### config.mk
export PLATFORM = sky130hd
export DESIGN_NAME = btb_next_pc
export DESIGN_NICKNAME = d
export VERILOG_FILES = /design/src/rtl/btb_next_pc.sv
export SDC_FILE = /design/constraint.sdc
export NUM_CORES = 1
export LEC_CHECK = 0
export BUFFER_PORTS_ARGS = -buffer_cell sky130_fd_sc_hd__buf_4
export CAP_MARGIN = 30
export CELL_PAD_IN_SITES_DETAIL_PLACEMENT = 1
export CELL_PAD_IN_SITES_GLOBAL_PLACEMENT = 1
export CORE_MARGIN = 2
export CORE_UTILIZATION = 48
export CTS_CLUSTER_DIAMETER = 50
export CTS_CLUSTER_SIZE = 8
export DETAILED_ROUTE_END_ITERATION = 16
export HOLD_SLACK_MARGIN = 0.05
export PLACE_DENSITY_LB_ADDON = 0.1
export SYNTH_ARGS = -nofsm -noshare
export SYNTH_HDL_FRONTEND = slang
export SYNTH_SLANG_ARGS = --single-unit
### constraint.sdc
create_clock -name i_clk -period 4.35 [get_ports i_clk]
set_input_delay 0.87 -clock i_clk [delete_from_list [all_inputs] [get_ports i_clk]]
set_output_delay 0.87 -clock i_clk [all_outputs]
set_load 0.01 [all_outputs]
### src/rtl/btb_next_pc.sv
// Next-PC generator: direct-mapped BTB with 2-bit direction counters and the
// redirect/predict/sequential mux that feeds the PC register.
module btb_next_pc #(
    parameter  int ENTRIES = 16,
    localparam int IDX_W   = $clog2(ENTRIES),
    localparam int TAG_W   = 32 - IDX_W - 2
) (
    input  logic        i_clk,
    input  logic        i_reset,
    input  logic [31:0] i_fetch_pc,
    input  logic        i_redirect,
    input  logic [31:0] i_redirect_pc,
    input  logic        i_upd_valid,
    input  logic [31:0] i_upd_pc,
    input  logic        i_upd_taken,
    input  logic [31:0] i_upd_target,
    output logic [31:0] o_next_pc,
    output logic        o_pred_taken,
    output logic [31:0] o_pred_target
);

    logic [ENTRIES-1:0] r_valid;
    logic [1:0]         r_ctr    [ENTRIES];
    logic [TAG_W-1:0]   r_tag    [ENTRIES];
    logic [31:0]        r_target [ENTRIES];

    logic [IDX_W-1:0] w_idx;
    logic [TAG_W-1:0] w_tag;
    logic             w_hit;
    logic [IDX_W-1:0] w_uidx;
    logic [TAG_W-1:0] w_utag;
    logic             w_uhit;
    logic [1:0]       w_uctr;
    logic [1:0]       w_ctr_inc;
    logic [1:0]       w_ctr_dec;

    // Lookup reads the arrays directly, so a same-cycle update is only seen next cycle.
    assign w_idx = i_fetch_pc[IDX_W+1:2];
    assign w_tag = i_fetch_pc[31:IDX_W+2];
    assign w_hit = r_valid[w_idx] && (r_tag[w_idx] == w_tag);

    assign o_pred_taken  = w_hit && r_ctr[w_idx][1];
    assign o_pred_target = w_hit ? r_target[w_idx] : 32'd0;

    always_comb begin
        o_next_pc = i_fetch_pc + 32'd4;
        if (i_redirect)
            o_next_pc = i_redirect_pc;
        else if (o_pred_taken)
            o_next_pc = o_pred_target;
    end

    assign w_uidx    = i_upd_pc[IDX_W+1:2];
    assign w_utag    = i_upd_pc[31:IDX_W+2];
    assign w_uhit    = r_valid[w_uidx] && (r_tag[w_uidx] == w_utag);
    assign w_uctr    = r_ctr[w_uidx];
    assign w_ctr_inc = (w_uctr == 2'b11) ? 2'b11 : w_uctr + 2'd1;
    assign w_ctr_dec = (w_uctr == 2'b00) ? 2'b00 : w_uctr - 2'd1;

    // Valid bits and counters carry reset; a miss-taken update allocates weakly taken.
    always_ff @(posedge i_clk or posedge i_reset) begin
        if (i_reset) begin
            r_valid <= '0;
            for (int i = 0; i < ENTRIES; i++)
                r_ctr[i] <= 2'b01;
        end else if (i_upd_valid) begin
            if (w_uhit) begin
                r_ctr[w_uidx] <= i_upd_taken ? w_ctr_inc : w_ctr_dec;
            end else if (i_upd_taken) begin
                r_valid[w_uidx] <= 1'b1;
                r_ctr[w_uidx]   <= 2'b10;
            end
        end
    end

    // Tag/target have no reset; any taken update writes them (a hit rewrites the same tag).
    always_ff @(posedge i_clk) begin
        if (!i_reset && i_upd_valid && i_upd_taken) begin
            r_tag[w_uidx]    <= w_utag;
            r_target[w_uidx] <= i_upd_target;
        end
    end

endmodule

==> qor.yml, run 1 <==
fp.dieArea_mm2: 0.0983
port_buffers: 195
irDropWorstVdd_uv: 392
ctsHtreeMaxLevel: 4
synthTopCellsByCount: "edfxtp_1 (928), mux4_2 (325), mux2i_1 (150)"
path_clk_slew_ps: 50
p_leak_nw: 20.1
drt_first_iter_violations: 3451
dp_slack_ps: -1080
ys.flop_type: "edfxtp_1"
synth_top_area_share_pct: 60.6
syn-instance-count: 2641
grt_pass1_wl_um: 229000
clock-root-buffer: "clkbuf_16"
die_w_um: 313
cellPowerDensity_mw_per_mm2: 421
layout_setup_ws_ps: -662
worstSetupEndpointType: "primary output"
max_slew_margin_pct: 36.6
drcViolationCount: 0
antenna_found_initial: 13
worstPathMaxFanout: 6
synth.most_common_cell: "edfxtp_1"
wl_per_cell_um: 35.7
num_io_pins: 198
rows: 113
gp_congestion: 0.930
cts_hold_buf: 0
critical_path_class: "input port to primary output"
synth_edf_count: 928
tns_ps: -40220
synthesis.area_mm2: 0.0460
area_delta_synth_final_pct: 25.7
ys_async_sr_fraction_pct: 4.92
critPathLaunchType: "input port"
crit_required_ps: 3480
clk_path_buf_depth: 3
fmax_ghz: 0.200
place.detailed.hpwl_um: 102000
cp.arrival_ps: 4140
r2r-end: "r_ctr[13]"
critical_path.top_delay_family: "simple AND/OR/NAND/NOR gates"
synth_warnings: 0
antenna_left: 0
hold_viol: 0
grt_pass1_vias: 31300
reg2reg_slack_ps: 1050
initial_core_util_pct: 48.4
clk_latency_ps: 770
fp.dieH_um: 313
timing.critical_path.buf_inv: 5
setup_violations: 65
routed_via_density: 6.63
dr.pass1.iters: 6
synth_seq_cells: 976
status: "complete, but fails checks"
synth_area_leaders: "edfxtp_1 (61%), mux4_2 (16%), mux2i_1 (3.3%), dfrtp_1 (1.7%), mux2_2 (1.1%)"
grt_usage_pct: 32.7
tightestPinTransition_ps: 949
vias: 30000
ys_seq_area_share_pct: 63.3
cpMostUsedCell: "buf_4"
holdCritPathClass: "input port to async pin"
nets: 3341
r2r_start: "r_tag[13][4]"
cts.sinks: 976
synth_top_area_cell: "edfxtp_1"
cpMaxStageDelayCell: "or4b_4"
reg2reg_depth: 11
fill_cells: 8417
drive_gt1_share_pct: 42.0
drv_slew: 0
gr-total-overflow: 0
cp_cell_sequence: "clkbuf_16, buf_4, mux4_2, nand2_1, and3_4, or4b_4, o41a_1, buf_6, buf_4, nor4_1, a41oi_1, a21oi_2, buf_4"
rsz0062_at_grt: "true"
max-cap-violations: 0
core_area_mm2: 0.0950
finalCriticalPeriod_ps: 5010
slowest_delay_ps: 520
cts_tree: "yes"
cts_buffers: 151
skew_ps: 46.2
syn_nets: 2775
violations: "negative setup slack"
postSynthAreaPerCell_um2: 17.4
synth.distinct_cells: 98
routed_wl_um: 162000
finalCritPeriodShare_pct: 115
grt_max_degree: 85
==> cells by family after synthesis <==
group                      after synthesis  share of synthesized area [%]
AOI/OAI and AO/OA                      369                           6.38
xor gates and xnor gates                50                          0.953
adders and majority gates                3                         0.0708
buffers and inverters                  241                           2.95
DFF                                    976                           63.3
muxes                                  531                           20.8
and+or+nand+nor                        471                           5.53
==> through the flow <==
stage	total power, mW	hold WS [ps]	cells	instance area (um^2)	util [%]
2_1_floorplan	12.3	436	2641	46100	-
3_5_place_dp	13.4	467	4262	51600	54.3
4_1_cts	24.4	348	4495	56800	59.8
3_3_place_gp	13.3	456	4260	51500	54.2
6_report	24.3	390	4527	57800	60.8
5_1_grt	25.0	392	4525	57800	60.8
==> worst reg2reg max path: cells and delay by family, from the launching register on <==
family | cells | cell delay [ps]
AO/OA/AOI/OAI | 4 | 830
flip-flops | 1 | 410
buffers and inverters | 3 | 630
multiplexers | 1 | 540
AND/OR/NAND/NOR | 3 | 720
==> cell type report <==
class / count / area, um^2 / area share, %
diodes: 3 / 7.51 / 0.0130
clock buffers: 170 / 3900 / 6.75
clock inverters: 35 / 566 / 0.979
inverters: 55 / 208 / 0.360
multi-input cells: 1424 / 16500 / 28.5
flip-flops and latches: 976 / 29100 / 50.4
well taps: 1265 / 1580 / 2.74
repair buffers: 599 / 5940 / 10.3
==> per-layer routing <==
metal / wire length [um] / global-route usage (%) / vias to the layer above
li1: - / - / 12100
met1: 64200 / 44.9 / 16000
met2: 78000 / 53.0 / 1585
met3: 13800 / 6.61 / 333
met4: 5580 / 10.6 / 20
met5: 147 / 0 / -
==> sequential cells by signal, summed over array words and instances (netlist names) <==
name / flops
r_target: 512
r_valid: 16
r_ctr: 32
r_tag: 416
==> cell usage in the layout (no fill, tap or decap), drive strengths merged, types with 25 or more instances in the layout <==
master / synthesis / final
nor2b: 59 / 59
a21oi: 50 / 50
xnor2: 36 / 36
a41oi: 48 / 48
a22oi: 44 / 44
dfrtp: 32 / 32
and2: 50 / 50
buf: 125 / 589
clkinv: 1 / 27
mux2: 48 / 48
nor2: 87 / 87
clkbuf: 61 / 179
mux2i: 150 / 150
nand2: 92 / 92
nand2b: 25 / 25
inv: 54 / 57
mux4: 333 / 333
nand3: 36 / 36
edfxtp: 928 / 928
a211oi: 36 / 36
==> what timing repair did <==
item	in CTS	in global routing
buffers inserted	24	26
pin swaps	26	46
setup endpoints to repair	65	65
gates resized for setup	88	100
cloned	5	8
==> worst max-delay path by stage <==
stage | startpoint | endpoint | slack [ps] | cells past startpoint
global route | r_tag[5][1] | o_next_pc[20] | -750 | 15
finish | i_fetch_pc[2] | o_next_pc[2] | -660 | 13
floorplan | i_reset | r_tag[0][0] | -910 | 4
detailed placement | i_fetch_pc[2] | o_next_pc[2] | -1080 | 16
CTS | r_tag[13][2] | o_next_pc[3] | -640 | 10
global placement | i_fetch_pc[3] | o_next_pc[1] | -1090 | 14
==> power by group <==
part	leakage [nW]	total [mW]	switching, mW	internal, mW
clock network	2.15	10.9	4.31	6.56
logic	9.11	2.79	1.48	1.30
registers	8.84	10.7	0.129	10.6
Note: power is estimated with default switching activity, not from simulation.
==> inputs of run 2 (changes only) <==
--- a/config.mk
+++ b/config.mk
@@ -14,6 +14,7 @@
 export CTS_CLUSTER_DIAMETER = 50
 export CTS_CLUSTER_SIZE = 8
 export DETAILED_ROUTE_END_ITERATION = 16
+export GPL_TIMING_DRIVEN = 0
 export HOLD_SLACK_MARGIN = 0.05
 export PLACE_DENSITY_LB_ADDON = 0.1
 export SYNTH_ARGS = -nofsm -noshare
==> run 2 against run 1 <==
  * The flow still finishes with violations (negative setup slack)
  * Clock power about the same
  * Critical path depth up 1
  * Clock skew decreased by 18 ps
  * Power is 1.3% higher
  * Register-to-register slack worse by 570 ps
  * Flip-flop and latch count unchanged
  * Worst setup slack lost 260 ps
  * Clock-buffer cell count grew 4
  * Design area decreased by 0.51%
  * Die area stayed put
  * Core utilization decreased by 0.31 points
==> qor.yml, run 2 (synthesized netlist as in run 1, its figures left out) <==
worstSetupEndpointType: "primary output"  # unchanged
violations: "negative setup slack"  # unchanged
finalCritPeriodShare_pct: 121  # was 115%
core_area_mm2: 0.0950  # unchanged
status: "complete, but fails checks"  # unchanged
grt_max_degree: 26  # was 85
cpMostUsedCell: "buf_12"  # was buf_4
grt_usage_pct: 37.8  # was 32.7%
placed_area_mm2: 0.0504  # was 0.0516 mm^2
nets: 3247  # was 3341
fmax_ghz: 0.190  # was 0.200 GHz
drcViolationCount: 0  # unchanged
port_buffers: 179  # was 195
drv_slew: 0  # unchanged
cts_tree: "yes"  # unchanged
hold_viol: 0  # unchanged
fp.dieArea_mm2: 0.0983  # unchanged
gp_congestion: 0.962  # was 0.930
setup_violations: 65  # unchanged
cp.arrival_ps: 4410  # was 4140 ps
ctsHtreeMaxLevel: 4  # unchanged
cts_hold_buf: 0  # unchanged
cp.depth: 14  # was 13
clk_path_buf_depth: 3  # unchanged
vias: 30900  # was 30000
max-cap-violations: 0  # unchanged
path_clk_slew_ps: 50  # about the same
cellPowerDensity_mw_per_mm2: 429  # was 421 mW/mm^2
drive_gt1_share_pct: 39.9  # was 42.0%
timing.critical_path.buf_inv: 6  # was 5
dr.pass1.iters: 7  # was 6
critical_path_class: "input port to primary output"  # unchanged
gr-total-overflow: 0  # unchanged
drt_first_iter_violations: 4304  # was 3451
finalCriticalPeriod_ps: 5280  # was 5010 ps
holdCritPathClass: "input port to async pin"  # unchanged
place.detailed.hpwl_um: 127000  # was 102000 um
cts_buffers: 151  # unchanged
worstPathMaxFanout: 7  # was 6
rsz0062_at_grt: "true"  # unchanged
fin_cells: 4440  # was 4527
layout_commonest_cell: "edfxtp_1"  # unchanged
tns_ps: -54430  # was -40220 ps
cts.sinks: 976  # unchanged
antenna_left: 0  # unchanged
skew_ps: 28.3  # was 46.2 ps
max_slew_margin_pct: 29.3  # was 36.6%
irDropWorstVdd_uv: 389  # was 392 uV
tightestPinTransition_ps: 1060  # was 949 ps
crit_required_ps: 3480  # about the same
placed_cells: 4152  # was 4262
top_regs: "r_target: 512 flops, r_tag: 416 flops, r_ctr: 32 flops"  # unchanged
initial_core_util_pct: 48.4  # unchanged
largest_reg_flops: 512  # unchanged
critical_path.top_delay_family: "compound AO/OA/AOI/OAI gates"  # was simple AND/OR/NAND/NOR gates
clk_latency_ps: 780  # was 770 ps
final_cell_mix: "edfxtp_1 (928), mux4_2 (328), buf_4 (223)"  # was edfxtp_1 (928), buf_4 (452), mux4_2 (327)
routed_wl_um: 184000  # was 162000 um
fin_util_pct: 60.5  # was 60.8%
area_delta_synth_final_pct: 25.0  # was 25.7%
finalPower_mw: 24.7  # was 24.3 mW
top_register: "r_target"  # unchanged
routed_via_density: 6.96  # was 6.63
wl_per_cell_um: 41.5  # was 35.7 um
rows: 113  # unchanged
reg2reg_depth: 9  # was 11
cp_cell_sequence: "buf_12, buf_12, buf_12, buf_16, mux4_2, a22oi_2, a21oi_2, nor4_2, o211ai_1, buf_4, or4b_4, o41ai_4, a21oi_2, buf_4"  # was clkbuf_16, buf_4, mux4_2, nand2_1, and3_4, or4b_4, o41a_1, buf_6, buf_4, nor4_1, a41oi_1, a21oi_2, buf_4
slowest_delay_ps: 630  # was 520 ps
stdcell_area_mm2: 0.0575  # was 0.0578 mm^2
die_w_um: 313  # unchanged
num_io_pins: 198  # unchanged
cpMaxStageDelayCell: "or4b_4"  # unchanged
clock-root-buffer: "clkbuf_16"  # unchanged
grt_pass1_vias: 32000  # was 31300
grt_pass1_wl_um: 256000  # was 229000 um
p_leak_nw: 19.6  # was 20.1 nW
layout_setup_ws_ps: -926  # was -662 ps
fp.dieH_um: 313  # unchanged
critPathLaunchType: "input port"  # unchanged
antenna_found_initial: 11  # was 13
run 2: path summary, 6_finish.rpt:
kind / startpoint / to / slack (ps)
min: i_reset / r_ctr[27] / 170
min in group i_clk: i_upd_target[21] / r_target[9][21] / 390
min reg2reg: r_valid[4] / r_valid[4] / 490
max reg2reg: r_tag[15][14] / r_ctr[1] / 480
max in group asynchronous: i_reset / r_valid[13] / 3630
max: i_fetch_pc[3] / o_next_pc[2] / -930
run 2: power by group:
group	switching, mW	internal (mW)	total, mW	leakage, nW
registers	0.134	10.6	10.7	8.84
logic	1.66	1.21	2.86	8.56
clock network	4.33	6.78	11.1	2.18
total	6.12	18.5	24.7	19.6
run 2: layout make-up:
type | instances | area (um^2)
buffer | 181 | 1710
tap | 1265 | 1580
clock buffer | 174 | 3920
clock inverter | 38 | 598
multi-input combinational | 1424 | 16800
sequential | 976 | 29100
timing repair buffer | 324 | 3580
fill | 8313 | 37500
inverter | 55 | 213
antenna | 3 | 7.51
run 2: layer usage:
| metal | share of wire, % | GRT usage, % | routed length [um] | vias up |
|---|---|---|---|---|
| met2 | 47 | 59.3 | 86200 | 2057 |
| met5 | 0.042 | 0 | 77 | - |
| met3 | 9.2 | 7.81 | 17000 | 534 |
| met1 | 38 | 50.0 | 69500 | 16400 |
| met4 | 6.2 | 20.5 | 11400 | 12 |
| li1 | - | - | - | 11900 |
run 2: worst reg2reg max path, stage by stage (launching register included):
cell and delay [ps]:
edfxtp_1 380, mux4_2 540, a22o_1 300, a2111oi_0 670
a31o_2 210, and4b_1 300, o211ai_1 400, clkbuf_1 380
o41ai_1 460, a21oi_1 100
run 2: what timing repair did:
action | in CTS | in global routing
gates resized for setup | 337 | 50
endpoints found under the setup margin | 129 | 95
setup buffers | 60 | 11
pin swaps | 43 | 24
gates cloned | 6 | 1
run 2: per-stage QoR:
step                      hold WS, ps  setup slack [ps]
after CTS                         158              -869
after global routing              203              -928
after global placement            456             -6430
after floorplan                   436              -906
final                             171              -926
after detailed placement          469             -2430
